===== config.mk =====
export PLATFORM = sky130hd
export DESIGN_NAME = snake_dir_ctrl
export DESIGN_NICKNAME = d
export VERILOG_FILES = /design/src/rtl/snake_pkg.sv /design/src/rtl/snake_dir_fifo.sv /design/src/rtl/snake_dir_ctrl.sv
export SDC_FILE = /design/constraint.sdc
export NUM_CORES = 1
export LEC_CHECK = 0
export ABC_AREA = 1
export CAP_MARGIN = 20
export CORE_MARGIN = 1
export CORE_UTILIZATION = 50
export DETAILED_ROUTE_END_ITERATION = 16
export PLACE_DENSITY_LB_ADDON = 0.15
export SKIP_LAST_GASP = 1
export SLEW_MARGIN = 5
export SYNTH_ARGS = -nofsm -noshare
export SYNTH_HDL_FRONTEND = slang
export SYNTH_SLANG_ARGS = --single-unit

===== constraint.sdc =====
create_clock -name clk_i -period 3.97 [get_ports clk_i]
set_input_delay 0.9925 -clock clk_i [delete_from_list [all_inputs] [get_ports clk_i]]
set_output_delay 0.9925 -clock clk_i [all_outputs]
set_load 0.05 [all_outputs]

===== src/rtl/snake_pkg.sv =====
// -----------------------------------------------------------------------------
// snake_pkg
// Shared types and constants for the Snake game datapath.
//   dir_t       : heading encoding (0=UP, 1=RIGHT, 2=DOWN, 3=LEFT)
//   opposite()  : 180-degree reversal of a heading
//   GRID_W/H    : playfield size, shared with the movement/body logic
//   BTN_*       : bit positions of the buttons in the packed button vector
// -----------------------------------------------------------------------------
package snake_pkg;

  typedef enum logic [1:0] {
    DIR_UP    = 2'd0,
    DIR_RIGHT = 2'd1,
    DIR_DOWN  = 2'd2,
    DIR_LEFT  = 2'd3
  } dir_t;

  localparam int GRID_W = 32;
  localparam int GRID_H = 24;

  // Direction buttons occupy bits [3:0] in dir_t order; pause sits above them.
  localparam int NUM_DIR_BTN = 4;
  localparam int BTN_PAUSE   = 4;
  localparam int NUM_BTN     = 5;

  // The encoding places opposite headings two apart, so flipping bit 1 reverses.
  function automatic dir_t opposite(input dir_t d);
    return dir_t'(d ^ 2'b10);
  endfunction

endpackage


===== src/rtl/snake_dir_fifo.sv =====
// -----------------------------------------------------------------------------
// snake_dir_fifo
// Circular buffer of pending turn requests. Separate occupancy counter, so
// full and empty are never ambiguous. Push and pop in the same cycle are both
// performed. The tail (most recently pushed entry) is exposed so the caller can
// check a new request against the heading the snake will have once the queue
// drains.
// Ports:
//   clk_i, reset : clock, asynchronous active-high reset
//   i_push/i_data: write one entry (ignored when full and not popping)
//   i_pop        : remove head entry (ignored when empty)
//   o_head       : oldest entry (valid when !o_empty)
//   o_tail       : newest entry (valid when !o_empty)
//   o_count      : number of stored entries
//   o_empty      : no entries stored
// -----------------------------------------------------------------------------
module snake_dir_fifo
  import snake_pkg::*;
#(
  parameter int DEPTH = 2,
  localparam int PTR_W = $clog2(DEPTH),
  localparam int CNT_W = $clog2(DEPTH + 1)
) (
  input  logic             clk_i,
  input  logic             reset,
  input  logic             i_push,
  input  dir_t             i_data,
  input  logic             i_pop,
  output dir_t             o_head,
  output dir_t             o_tail,
  output logic [CNT_W-1:0] o_count,
  output logic             o_empty
);

  dir_t             r_mem [DEPTH];
  logic [PTR_W-1:0] r_wr_ptr;
  logic [PTR_W-1:0] r_rd_ptr;
  logic [CNT_W-1:0] r_count;

  logic             w_full;
  logic             w_do_push;
  logic             w_do_pop;
  logic [PTR_W-1:0] w_tail_ptr;

  assign o_empty    = (r_count == '0);
  assign w_full     = (r_count == CNT_W'(DEPTH));
  assign w_do_pop   = i_pop & ~o_empty;
  // A full queue still accepts a write when the head leaves in the same cycle.
  assign w_do_push  = i_push & (~w_full | w_do_pop);
  // DEPTH is a power of two, so pointer arithmetic wraps on its own.
  assign w_tail_ptr = r_wr_ptr - PTR_W'(1);

  assign o_head  = r_mem[r_rd_ptr];
  assign o_tail  = r_mem[w_tail_ptr];
  assign o_count = r_count;

  // NOTE: storage is deliberately left out of reset; the counter alone decides
  // which entries are meaningful, and a reset-free array maps to plain RAM/regs.
  always_ff @(posedge clk_i) begin
    if (w_do_push) r_mem[r_wr_ptr] <= i_data;
  end

  // NOTE: every sequential block uses non-blocking assignments so all
  // registers update together from pre-edge values.
  always_ff @(posedge clk_i or posedge reset) begin
    if (reset) begin
      r_wr_ptr <= '0;
      r_rd_ptr <= '0;
      r_count  <= '0;
    end else begin
      if (w_do_push) r_wr_ptr <= r_wr_ptr + PTR_W'(1);
      if (w_do_pop)  r_rd_ptr <= r_rd_ptr + PTR_W'(1);
      case ({w_do_push, w_do_pop})
        2'b10:   r_count <= r_count + CNT_W'(1);
        2'b01:   r_count <= r_count - CNT_W'(1);
        default: r_count <= r_count;
      endcase
    end
  end

endmodule


===== src/rtl/snake_dir_ctrl.sv =====
// -----------------------------------------------------------------------------
// snake_dir_ctrl
// Turns debounced button presses into queued turn requests and applies one
// request per game tick, rejecting reversals and repeats.
// Ports:
//   clk_i, reset        : clock, asynchronous active-high reset
//   btn_*_i             : debounced buttons, active-low, idle high
//   tick_i              : one-cycle game-step strobe
//   dir_o               : current heading (valid whenever step_o is high)
//   step_o              : advance snake one cell (one cycle after tick_i)
//   paused_o            : game paused
//   drop_o              : a direction press was rejected (one-cycle pulse)
//   q_count_o           : pending turn requests
// -----------------------------------------------------------------------------
module snake_dir_ctrl
  import snake_pkg::*;
#(
  parameter int   QUEUE_DEPTH = 2,
  parameter dir_t INIT_DIR    = DIR_RIGHT
) (
  input  logic                               clk_i,
  input  logic                               reset,
  input  logic                               btn_up_i,
  input  logic                               btn_right_i,
  input  logic                               btn_down_i,
  input  logic                               btn_left_i,
  input  logic                               btn_pause_i,
  input  logic                               tick_i,
  output logic [1:0]                         dir_o,
  output logic                               step_o,
  output logic                               paused_o,
  output logic                               drop_o,
  output logic [$clog2(QUEUE_DEPTH+1)-1:0]   q_count_o
);

  localparam int CNT_W = $clog2(QUEUE_DEPTH + 1);

  // Button vector, bit index equals dir_t value for the direction buttons.
  logic [NUM_BTN-1:0] w_btn;
  logic [NUM_BTN-1:0] r_btn;
  logic [NUM_BTN-1:0] r_btn_prev;
  logic [NUM_BTN-1:0] r_armed;
  logic [NUM_BTN-1:0] w_press;

  dir_t             r_dir;
  logic             r_step;
  logic             r_paused;
  logic             r_drop;

  dir_t             w_sel;
  logic             w_any_dir;
  dir_t             w_ref;
  logic             w_legal;
  logic             w_space;
  logic             w_pop;
  logic             w_push;
  logic             w_drop;

  dir_t             w_head;
  dir_t             w_tail;
  logic [CNT_W-1:0] w_count;
  logic             w_empty;

  assign w_btn = {btn_pause_i, btn_left_i, btn_down_i, btn_right_i, btn_up_i};

  // History resets high. A button only counts once it has been seen released
  // after reset, so one held low through reset never yields a press.
  always_ff @(posedge clk_i or posedge reset) begin
    if (reset) begin
      r_btn      <= '1;
      r_btn_prev <= '1;
      r_armed    <= '0;
    end else begin
      r_btn      <= w_btn;
      r_btn_prev <= r_btn;
      r_armed    <= r_armed | w_btn;
    end
  end

  assign w_press   = r_armed & r_btn_prev & ~r_btn;
  assign w_any_dir = |w_press[NUM_DIR_BTN-1:0];

  // Fixed priority UP > RIGHT > DOWN > LEFT; losers vanish without a drop.
  // NOTE: w_sel gets a default before the if-chain so no path leaves it
  // unassigned, which would otherwise infer a latch.
  always_comb begin
    w_sel = DIR_UP;
    if      (w_press[DIR_UP])    w_sel = DIR_UP;
    else if (w_press[DIR_RIGHT]) w_sel = DIR_RIGHT;
    else if (w_press[DIR_DOWN])  w_sel = DIR_DOWN;
    else if (w_press[DIR_LEFT])  w_sel = DIR_LEFT;
  end

  // Compare against where the snake will be heading once the queue drains.
  assign w_ref   = w_empty ? r_dir : w_tail;
  assign w_legal = (w_sel != w_ref) && (w_sel != opposite(w_ref));
  assign w_pop   = tick_i & ~r_paused & ~w_empty;
  assign w_space = (w_count < CNT_W'(QUEUE_DEPTH)) | w_pop;
  assign w_push  = w_any_dir & ~r_paused & w_legal & w_space;
  // Presses while paused are discarded without a drop indication.
  assign w_drop  = w_any_dir & ~r_paused & ~(w_legal & w_space);

  snake_dir_fifo #(
    .DEPTH (QUEUE_DEPTH)
  ) u_fifo (
    .clk_i   (clk_i),
    .reset   (reset),
    .i_push  (w_push),
    .i_data  (w_sel),
    .i_pop   (w_pop),
    .o_head  (w_head),
    .o_tail  (w_tail),
    .o_count (w_count),
    .o_empty (w_empty)
  );

  // Tick and pause edge in the same cycle: the tick sees the old pause state.
  always_ff @(posedge clk_i or posedge reset) begin
    if (reset) begin
      r_dir    <= INIT_DIR;
      r_step   <= 1'b0;
      r_paused <= 1'b0;
      r_drop   <= 1'b0;
    end else begin
      if (w_pop) r_dir <= w_head;
      r_step   <= tick_i & ~r_paused;
      r_paused <= r_paused ^ w_press[BTN_PAUSE];
      r_drop   <= w_drop;
    end
  end

  assign dir_o     = r_dir;
  assign step_o    = r_step;
  assign paused_o  = r_paused;
  assign drop_o    = r_drop;
  assign q_count_o = w_count;

endmodule

-- Word level (Yosys, flattened, before mapping)
Memories as Yosys holds them, arrays and structs flattened. A register that Yosys moved wholly into a read port is not among the register bits.
Index checks and enable logic that the tools add are counted.
- add/subtract/negate cells: 5
- $mul: 0
- div/mod/pow operators: 0
- magnitude comparators: 1
- equal/unequal tests: 5
- shifts and indexed selects: 0
- muxes and demuxes: 8
- bitwise gates (word level): 21
- reduce and logical (&&, ||, !) cells: 4
- operators by type and width (cell ; number):
    bitwise AND 5 bit ; 2
    2-to-1 mux 2 bit ; 5
    bitwise AND 1 bit ; 9
    NOT 1 bit ; 5
    NOT 5 bit ; 1
    OR 5 bit ; 1
    == test 2 bit (second input constant) ; 2
    inequality test 2 bit ; 2
    one-hot mux 2 bit (2 select lines) ; 1
    OR reduction 4 bit ; 1
    adder 1 bit (second input constant) ; 2
    adder 2 x 1 -> 2 bit (second input constant) ; 1
    == test 2 x 1 -> 1 bit (second input constant) ; 1
    logical NOT 2 bit ; 1
    < comparator 2 bit (second input constant) ; 1
    2-to-1 mux 1 bit ; 2
    OR 1 bit ; 2
    nonzero test 2 bit ; 1
    subtractor 2 x 1 -> 2 bit (second input constant) ; 1
    logical AND 1 bit ; 1
    subtractor 1 bit (second input constant) ; 1
    bitwise XOR 1 bit ; 1
- register bits after elaboration: 22
- latch bits: 0
- memory bits (writable): 4
- memory bits (read-only): 0
- input bits: 8
- output and inout bits: 7
- logic and storage cells: 54
- memories kept: 1
- memories (name ; depth ; width ; rd ports ; clocked after memory_dff ; wr ports ; line ; text):
    u_fifo.r_mem ; 2 ; 2 ; 2 ; 1 ; 1 ; snake_dir_fifo.sv:35 ; dir_t r_mem [DEPTH];

-- Logic depth before layout (Yosys ltp)
Gate-level depths: netlist of run 1.
- word-level depth: 13
- depth in mapped cells: 11
- depth with buffers taken out: 11

-- By module
Synthesis of run 1 repeated with hierarchy kept, for this count alone.
- cells, all modules: 117
- area total of the unflattened synthesis: 1191.1 um2
- modules (own cells, without submodules) (module ; instances ; cells an instance ; area each (um2) ; seq. area each (um2)):
    snake_dir_ctrl ; 1 ; 68 ; 769.5 ; 514.2
    snake_dir_fifo ; 1 ; 49 ; 421.7 ; 220.2

-- Least setup slack after synthesis of run 1
No wires, ideal clock.
- path type: input port to flip-flop
- start: in tick_i
- end: mem u_fifo.r_mem[0][0] in the netlist's numbering, enable pin
- setup time: 0.309 ns
- data arrival time: 1.550 ns
- required time: 3.661 ns
- setup slack: 2.111 ns
- stages: 6
- buffers on the path: 0
- cell sequence: inv_1 nor2_2 nor2_1 inv_1 nand4_4 nor2_1
- longest elaborated chain between the ends: 7
- elaborated cells on any way between the ends: 9
- classes of those cells: mux (2); bitwise (7)
- ends and longest elaborated chain (what ; line ; text):
    start: declaration ; snake_dir_ctrl.sv:28 ; input logic tick_i,
    bitwise AND 1 bit (*) (2 in a row) ; snake_dir_ctrl.sv:97 ; assign w_pop = tick_i & ~r_paused & ~w_empty;
    OR 1 bit / bitwise AND 1 bit (equally long branches) ; snake_dir_ctrl.sv:98, snake_dir_fifo.sv:47 ;
    bitwise AND 1 bit / OR 1 bit (equally long branches) ; snake_dir_ctrl.sv:99, snake_dir_fifo.sv:49 ;
    bitwise AND 1 bit (*) ; snake_dir_fifo.sv:49 ; assign w_do_push = i_push & (~w_full | w_do_pop);
    2-to-1 mux 1 bit (*) ; snake_dir_fifo.sv:60 ; if (w_do_push) r_mem[r_wr_ptr] <= i_data;
    2-to-1 mux 1 bit (not written as such) (*) ; snake_dir_fifo.sv:60 ;
    end: declaration ; snake_dir_fifo.sv:35 ;
Every way passes the cells marked *; elsewhere a longest branch is shown, timed or not.

-- Worst setup path in the final report of run 1
- start: reg r_dir[0], in the netlist dir_o[0] (read register of u_fifo.r_mem)
- end: out dir_o[0]
- RTL lines (what ; line ; text):
    start: declaration ; snake_dir_ctrl.sv:45 ; dir_t r_dir;
    end: declaration ; snake_dir_ctrl.sv:29 ; output logic [1:0] dir_o,
No word-level cell between the ends.

==> run_results.csv, run 1 <==
group,metric,value,unit
global_routing,grt_pass1_vias,739,
logic_synthesis,syn_inst,110,
floorplanning,die-area,0.00253,sq mm
detailed_routing,drtPass1Iterations,4,
clock_network,holdBufCountCts,0,
detailed_routing,drtIter0Drc,4,
logic_synthesis,syn-num-nets,118,
sta,whs,375,ps
sta,period_minus_slack,2690,ps
placement,io_buffers,14,
logic_synthesis,muxShareOfSynthArea,0,%
logic_synthesis,synth_top_family_by_area,"simple AND/OR/NAND/NOR gates",
detailed_routing,avgRoutedWirePerCell,11.1,um
power,p_per_area,703,mW/mm^2
cells_and_area,synthToLayoutAreaGrowth,17.3,%
clock_network,cts_buffers,3,
floorplanning,initial_core_util,52.8,%
setup_path,critPathRequiredTime,2980,ps
detailed_routing,num_vias,752,
setup_path,worst_setup_path_start_kind,"flip-flop",
clock_network,tritoncts,"done",
clock_network,cts_resized,0,
sta,clock_skew,4.89,ps
logic_synthesis,synth_compound_area_share,3.00,%
floorplanning,io_pins,15,
sta,tightest_slew,851,ps
setup_path,end_kind,"output port",
floorplanning,fp-row-count,17,
setup_path,worstPathMaxFanout,4,
sta,setup_viol_count_final,0,
global_routing,grt_usage,16.8,%
setup_path,critPathBufInv,1,
global_routing,grt_overflow_total,0,
logic_synthesis,synth_xor_area_share,2.25,%
sta,clock.fmax,372,MHz
logic_synthesis,yosysSeqAreaShare,62.9,%
logic_synthesis,yosysUniqueCellTypes,21,
flow_run,max-cap-violations,0,
detailed_routing,final_antenna_net_count,0,
clock_network,clk_latency,320,ps
placement,dp_hpwl,1.36,mm
sta,finalHoldViolCount,0,
detailed_routing,routed_wl,1.73,mm
cells_and_area,final_cells,156,
logic_synthesis,netlist_area,0.00117,sq mm
cells_and_area,antennaDiodeCount,0,
clock_network,cts_sinks,28,
floorplanning,die_h,50.3,um
clock_network,clockBufferDepth,2,
sta,finalMaxSlewViolations,0,
global_routing,antenna_found_initial,0,
logic_synthesis,synth-seq-cells,28,
cells_and_area,layout_common_cells,"nand2_1 (23), clkdlybuf4s50_1 (14), dfrtp_1 (13)",
logic_synthesis,synth_warnings,0,
logic_synthesis,post_synth_and_or_nand_nor_area_fraction,26.7,%
power,power.leakage,0.624,nW
placement,place_congestion,0.804,
detailed_routing,drc_errors,0,
floorplanning,core,0.00221,sq mm
cells_and_area,final_common_cell,"nand2_1",
setup_path,crit_type,"flip-flop to output port",
sta,fin_setup_tns,0,ps
cells_and_area,nets,137,
logic_synthesis,synthAdderAreaFrac,0,%
global_routing,grt_pass1_wl,3.09,mm
sta,max-slew-margin-rel,43.2,%
setup_path,slowest_stage,"clkdlybuf4s50_1",
placement,dp_cells,152,
logic_synthesis,postSynthAreaPerCell,10.6,sq um
cells_and_area,drive_gt1_share,28.9,%
sta,rsz0062_at_grt,"false",
setup_path,crit_family,"buffers and inverters",
power,irDropWorstVdd,377,uV
setup_path,worst_ep_arrival_time,1690,ps
hold_path,hold_path.class,"flip-flop to flip-flop",
floorplanning,die_w,50.3,um
setup_path,slowest_delay,800,ps
clock_network,cts_root_buf,"clkbuf_4",
clock_network,clk_pin_slew_worst_paths,140,ps
detailed_routing,viasPerCell,4.82,
global_routing,grt_max_degree,25,
clock_network,postCtsSetupRepairBufs,0,
setup_path,path_cells,"clkdlybuf4s50_1",
outcome,outcome,"finished, final reports clean",
sta,finalCritPeriodShare,67.7,%
clock_network,h-tree-depth,1,
## synthesized netlist by cell type (all sizes together)
cell	n	area, sq um
o21ai	1	5.00
nand2	29	129
a21oi	2	10.0
inv	16	60.1
nand4	2	27.5
or2	5	31.3
dfrtp	13	325
dfstp	11	289
nor2	11	53.8
edfxtp	4	120
a31oi	2	12.5
xor2	3	26.3
a21o	1	7.51
nand3	10	70.1
## area by class of cell
cell class / count / area, sq um
fillers: 191 / 843
flip-flops and latches: 28 / 734
multi-input cells: 66 / 373
repair buffers: 14 / 140
inverters: 16 / 60.1
well taps: 28 / 35.0
clock buffers: 3 / 22.5
clock inverters: 1 / 3.75
## layer usage
layer  vias to the layer above  share of wire [%]  track usage (%)
li1                        380                  -                -
met1                       354                 48             20.6
met2                        13                 48             28.7
met3                         5                2.5             3.64
met4                         0                1.7             6.94
met5                         -                  0                0
## power by group
part | switching, mW | internal [mW] | total (mW) | leakage, nW
clock | 0.0760 | 0.0368 | 0.113 | 0.0154
sequential | 0.0444 | 0.359 | 0.403 | 0.292
combinational | 0.298 | 0.149 | 0.446 | 0.317
## through the flow
step	cell area (sq um)	utilization (%)	worst slack, ps	total power, mW
final	1370	61.9	1280	0.962
after global routing	1370	61.9	1220	1.03
after CTS	1370	61.9	1270	0.973
after global placement	1340	60.7	1610	0.847
after detailed placement	1340	60.7	1530	0.857
after floorplan	1170	-	2110	0.734
## state kept, by name, summed over array words and instances (netlist names)
signal / count
step_o: 1
dir_o: 2
u_fifo.o_count: 2
u_fifo.r_rd_ptr: 1
u_fifo.r_mem: 4
drop_o: 1
r_btn_prev: 5
paused_o: 1
u_fifo.r_wr_ptr: 1
r_btn: 5
r_armed: 5
## logic make-up (layout without fill, tap and decap cells)
logic type	count (synthesis)	count (layout)
XOR/XNOR	3	3
flip-flops	28	28
buffers and inverters	16	34
AO/OA/AOI/OAI	6	6
AND/OR/NAND/NOR	57	57
## path summary, 6_finish.rpt
path / end / slack (ps) / cells past startpoint / startpoint
setup / recovery: dir_o[0] / 1280 / 1 / dir_o[0]
hold / removal: r_btn_prev[1] / 380 / 0 / r_btn[1]
setup reg to reg: u_fifo.r_mem[1][0] / 2360 / 6 / r_btn_prev[0]
hold reg to reg: r_btn_prev[1] / 380 / 0 / r_btn[1]
max in group asynchronous: u_fifo.r_wr_ptr / 2310 / 2 / reset
min in group asynchronous: r_armed[2] / 1140 / 2 / reset
Note: power is estimated with default switching activity, not from simulation.
==> run 2: changes to the inputs <==
clock period = 2.5 ns   (was 3.97 ns; I/O delays follow)
==> run 2 against run 1 <==
Effect of this change: final area up 0.55%; first-iteration DRC count grew to 2.5 times the previous value; highest routed layer unchanged; largest cell class unchanged; largest power group unchanged; final cell count up 0.64%; non-clock buffer count is 1 higher; sequential cell count unchanged.
==> run_results.csv, run 2 (synthesis results as in run 1) <==
group,metric,value,unit
clock_network,clk_pin_slew_worst_paths,140,ps
sta,finalHoldViolCount,0,
flow_run,max-cap-violations,0,
clock_network,h-tree-depth,1,
power,power.leakage,0.629,nW
floorplanning,fp-row-count,17,
cells_and_area,drive_gt1_share,29.5,%
sta,finalCritPeriodShare,92.7,%
setup_path,worstReg2RegEnd,"u_fifo.r_mem[1][1]",
cells_and_area,final_common_cell,"nand2_1",
global_routing,grt_usage,16.4,%
setup_path,critPathRequiredTime,1880,ps
placement,dp_slack,450,ps
sta,finalWorstSetupSlack,182,ps
hold_path,holdPathStages,0,
detailed_routing,drtIter0Drc,10,
floorplanning,die_w,50.3,um
global_routing,grt_pass1_wl,3.08,mm
cells_and_area,layout_common_cells,"nand2_1 (23), clkdlybuf4s50_1 (14), dfrtp_1 (13)",
setup_path,path_cells,"clkdlybuf4s50_1",
setup_path,worstPathMaxFanout,4,
floorplanning,core,0.00221,sq mm
power,power.total,1.53,mW
global_routing,grt_max_degree,25,
power,irDropWorstVdd,618,uV
setup_path,crit_end,"dir_o[0]",
clock_network,holdBufCountCts,0,
cells_and_area,antennaDiodeCount,0,
floorplanning,die-area,0.00253,sq mm
placement,io_buffers,14,
sta,setup_viol_count_final,0,
clock_network,clockBufferDepth,2,
sta,clock.fmax,431,MHz
clock_network,postCtsSetupRepairBufs,0,
placement,dp_hpwl,1.30,mm
global_routing,antenna_found_initial,0,
detailed_routing,routed_wl,1.71,mm
detailed_routing,drtPass1Iterations,4,
setup_path,critPathBufInv,1,
clock_network,clk_latency,310,ps
setup_path,r2r-start,"r_btn_prev[0]",
placement,place_congestion,0.787,
cells_and_area,nFillCells,192,
detailed_routing,avgRoutedWirePerCell,10.9,um
cells_and_area,final_core_util,62.2,%
clock_network,cts_buffers,3,
cells_and_area,largest_registers,"r_armed x5, r_btn x5, r_btn_prev x5",
setup_path,crit_start,"dir_o[0]",
floorplanning,die_h,50.3,um
setup_path,rrSetupSlack,900,ps
setup_path,slowest_delay,800,ps
cells_and_area,final_cells,157,
sta,period_minus_slack,2320,ps
setup_path,worst_ep_arrival_time,1690,ps
sta,clock_skew,2.85,ps
global_routing,grt_overflow_total,0,
sta,fin_setup_tns,0,ps
placement,place_area,0.00135,sq mm
clock_network,tritoncts,"done",
setup_path,crit_type,"flip-flop to output port",
sta,tightest_slew,490,ps
clock_network,cts_sinks,28,
cells_and_area,nets,138,
global_routing,grt_pass1_vias,727,
placement,dp_cells,153,
setup_path,reg2reg_depth,6,
sta,finalMaxSlewViolations,0,
sta,max-slew-margin-rel,67.3,%
setup_path,end_kind,"output port",
sta,whs,376,ps
cells_and_area,postLayoutCellArea,0.00138,sq mm
clock_network,cts_root_buf,"clkbuf_4",
detailed_routing,num_vias,776,
outcome,outcome,"finished, final reports clean",
cells_and_area,synthToLayoutAreaGrowth,17.9,%
hold_path,hold_path.class,"flip-flop to flip-flop",
sta,rsz0062_at_grt,"false",
setup_path,slowest_stage,"clkdlybuf4s50_1",
clock_network,cts_resized,0,
detailed_routing,final_antenna_net_count,0,
setup_path,path_depth,1,
detailed_routing,drc_errors,0,
detailed_routing,viasPerCell,4.94,
setup_path,crit_family,"buffers and inverters",
floorplanning,io_pins,15,
power,p_per_area,1110,mW/mm^2
setup_path,worst_setup_path_start_kind,"flip-flop",
floorplanning,initial_core_util,52.8,%
==> run 2: metal layers <==
metal  global-route usage [%]  wire length, um  part of all wire (%)  vias to the layer above
li1                         -                -                     -                      384
met3                     3.64               56                   3.3                        2
met5                        0                0                     0                        -
met1                     20.6              748                    44                      376
met2                     27.8              887                    52                       14
met4                     5.56               13                  0.76                        0
==> run 2: area by class of cell <==
class | instances | area [sq um] | share of cell area, %
multi-input cells | 66 | 373 | 27.1
flip-flops and latches | 28 | 734 | 53.4
clock buffers | 3 | 22.5 | 1.64
repair buffers | 15 | 148 | 10.7
clock inverters | 1 | 3.75 | 0.273
inverters | 16 | 60.1 | 4.36
well taps | 28 | 35.0 | 2.55
==> run 2: worst min-delay path by stage <==
stage               startpoint       endpoint
CTS                   r_btn[4]  r_btn_prev[4]
floorplan             r_btn[0]  r_btn_prev[0]
global placement      r_btn[0]  r_btn_prev[0]
detailed placement    r_btn[1]  r_btn_prev[1]
finish                r_btn[4]  r_btn_prev[4]
global route          r_btn[0]  r_btn_prev[0]
==> run 2: power breakdown <==
part | total, mW | switching (mW) | internal (mW) | leakage, nW
clock | 0.178 | 0.120 | 0.0583 | 0.0154
combinational | 0.710 | 0.473 | 0.237 | 0.322
sequential | 0.640 | 0.0709 | 0.570 | 0.292
total | 1.53 | 0.664 | 0.865 | 0.629
==> run 3: changes to the inputs <==
CORE_MARGIN = 10   (was 1)
==> run 3 against run 2 <==
Effect of this change: global-route usage shrank 7.3 points; clock skew up 1.6 ps; core utilization unchanged; largest cell class unchanged; routed wire length rose by 9.8%; critical endpoint unchanged; die area grew 84%; via count decreased by 1.7%; sequential cell count unchanged; clock-buffer cell count unchanged; register-to-register slack is essentially flat.
==> run_results.csv, run 3 (synthesis results as in run 1) <==
group,metric,value,unit
sta,whs,375,ps
global_routing,grt_pass1_wl,3.26,mm
cells_and_area,drive_gt1_share,29.5,%
cells_and_area,final_cells,157,
sta,max-slew-margin-rel,66.2,%
cells_and_area,layout_common_cells,"nand2_1 (23), clkdlybuf4s50_1 (14), dfrtp_1 (13)",
clock_network,clk_latency,320,ps
setup_path,critPathBufInv,1,
power,power_switching,0.671,mW
flow_run,max-cap-violations,0,
sta,clock.fmax,432,MHz
setup_path,slowest_delay,800,ps
detailed_routing,num_vias,763,
sta,clock_skew,4.42,ps
floorplanning,die-area,0.00467,sq mm
placement,dp_cells,153,
cells_and_area,nets,138,
placement,place_congestion,0.785,
detailed_routing,viasPerCell,4.86,
outcome,outcome,"finished, final reports clean",
clock_network,clockBufferDepth,2,
sta,fin_setup_tns,0,ps
placement,io_buffers,14,
clock_network,cts_resized,0,
setup_path,worst_ep_arrival_time,1690,ps
cells_and_area,final_common_cell,"nand2_1",
setup_path,crit_family,"buffers and inverters",
cells_and_area,final_core_util,62.2,%
power,p_per_area,1120,mW/mm^2
power,power.leakage,0.629,nW
clock_network,h-tree-depth,1,
cells_and_area,antennaDiodeCount,0,
sta,rsz0062_at_grt,"false",
clock_network,clk_pin_slew_worst_paths,140,ps
detailed_routing,drtIter0Drc,33,
clock_network,postCtsSetupRepairBufs,0,
floorplanning,die_w,68.3,um
global_routing,grt_pass1_vias,755,
global_routing,antenna_found_initial,0,
sta,period_minus_slack,2320,ps
detailed_routing,routed_wl,1.87,mm
floorplanning,io_pins,15,
setup_path,critPathRequiredTime,1880,ps
clock_network,cts_root_buf,"clkbuf_4",
clock_network,cts_buffers,3,
sta,tightest_slew,505,ps
detailed_routing,avgRoutedWirePerCell,11.9,um
clock_network,tritoncts,"done",
sta,finalCritPeriodShare,92.7,%
floorplanning,fp-row-count,17,
setup_path,worst_setup_path_start_kind,"flip-flop",
power,irDropWorstVdd,662,uV
detailed_routing,drc_errors,0,
hold_path,hold_path.class,"flip-flop to flip-flop",
power,seqPwrFrac,41.5,%
setup_path,slowest_stage,"clkdlybuf4s50_1",
setup_path,worstPathMaxFanout,4,
sta,setup_viol_count_final,0,
floorplanning,core,0.00221,sq mm
setup_path,path_cells,"clkdlybuf4s50_1",
power,p_int,0.865,mW
global_routing,grt_overflow_total,0,
clock_network,cts_sinks,28,
detailed_routing,final_antenna_net_count,0,
setup_path,crit_type,"flip-flop to output port",
placement,dp_hpwl,1.46,mm
global_routing,grt_usage,9.10,%
power,power.share.clock,11.8,%
detailed_routing,drtPass1Iterations,4,
clock_network,holdBufCountCts,0,
sta,finalHoldViolCount,0,
floorplanning,die_h,68.3,um
setup_path,end_kind,"output port",
cells_and_area,synthToLayoutAreaGrowth,17.9,%
power,p_sw_share,43.7,%
power,pwr-share-comb,46.7,%
global_routing,grt_max_degree,25,
floorplanning,initial_core_util,52.8,%
sta,finalMaxSlewViolations,0,
cells_and_area,largest_registers,"r_armed x5, r_btn x5, r_btn_prev x5",
-- run 3: power groups by stage --
stage                     clock network (mW)  registers, mW  logic [mW]
after detailed placement                   0          0.648       0.725
after floorplan                            0          0.831       0.335
after global routing                   0.218          0.651       0.786
after global placement                     0          0.646       0.708
final                                  0.181          0.637       0.718
after CTS                              0.194          0.639       0.729
-- run 3: cell type report --
| class | instances | area, sq um |
|---|---|---|
| Timing Repair Buffer | 15 | 148 |
| Multi-Input combinational cell | 66 | 373 |
| Fill cell | 196 | 836 |
| Tap cell | 28 | 35.0 |
| Clock buffer | 3 | 22.5 |
| Sequential cell | 28 | 734 |
| Clock inverter | 1 | 3.75 |
| Inverter | 16 | 60.1 |
-- run 3: path summary, 6_finish.rpt --
kind,startpoint,end,slack (ps),cells after the start
max,dir_o[0],dir_o[0],180,1
min,r_btn[1],r_btn_prev[1],370,0
max reg2reg,r_btn_prev[0],u_fifo.r_mem[0][1],910,6
min reg2reg,r_btn[1],r_btn_prev[1],370,0
max in group asynchronous,reset,dir_o[0],1600,3
min in group asynchronous,reset,paused_o,620,3
-- run 3: routing by layer --
metal	global-route usage [%]	up-vias	part of all wire [%]
li1	-	381	-
met1	10.4	364	40
met2	15.8	14	53
met3	2.77	4	6.1
met4	3.02	0	0.91
met5	0	-	0
-- run 3: through the flow --
stage               area (sq um)  power (mW)  setup WS [ps]
global route                1380        1.66            117
detailed placement          1350        1.37            446
finish                      1380        1.54            183
CTS                         1380        1.56            156
global placement            1350        1.35            509
floorplan                   1170        1.17            828
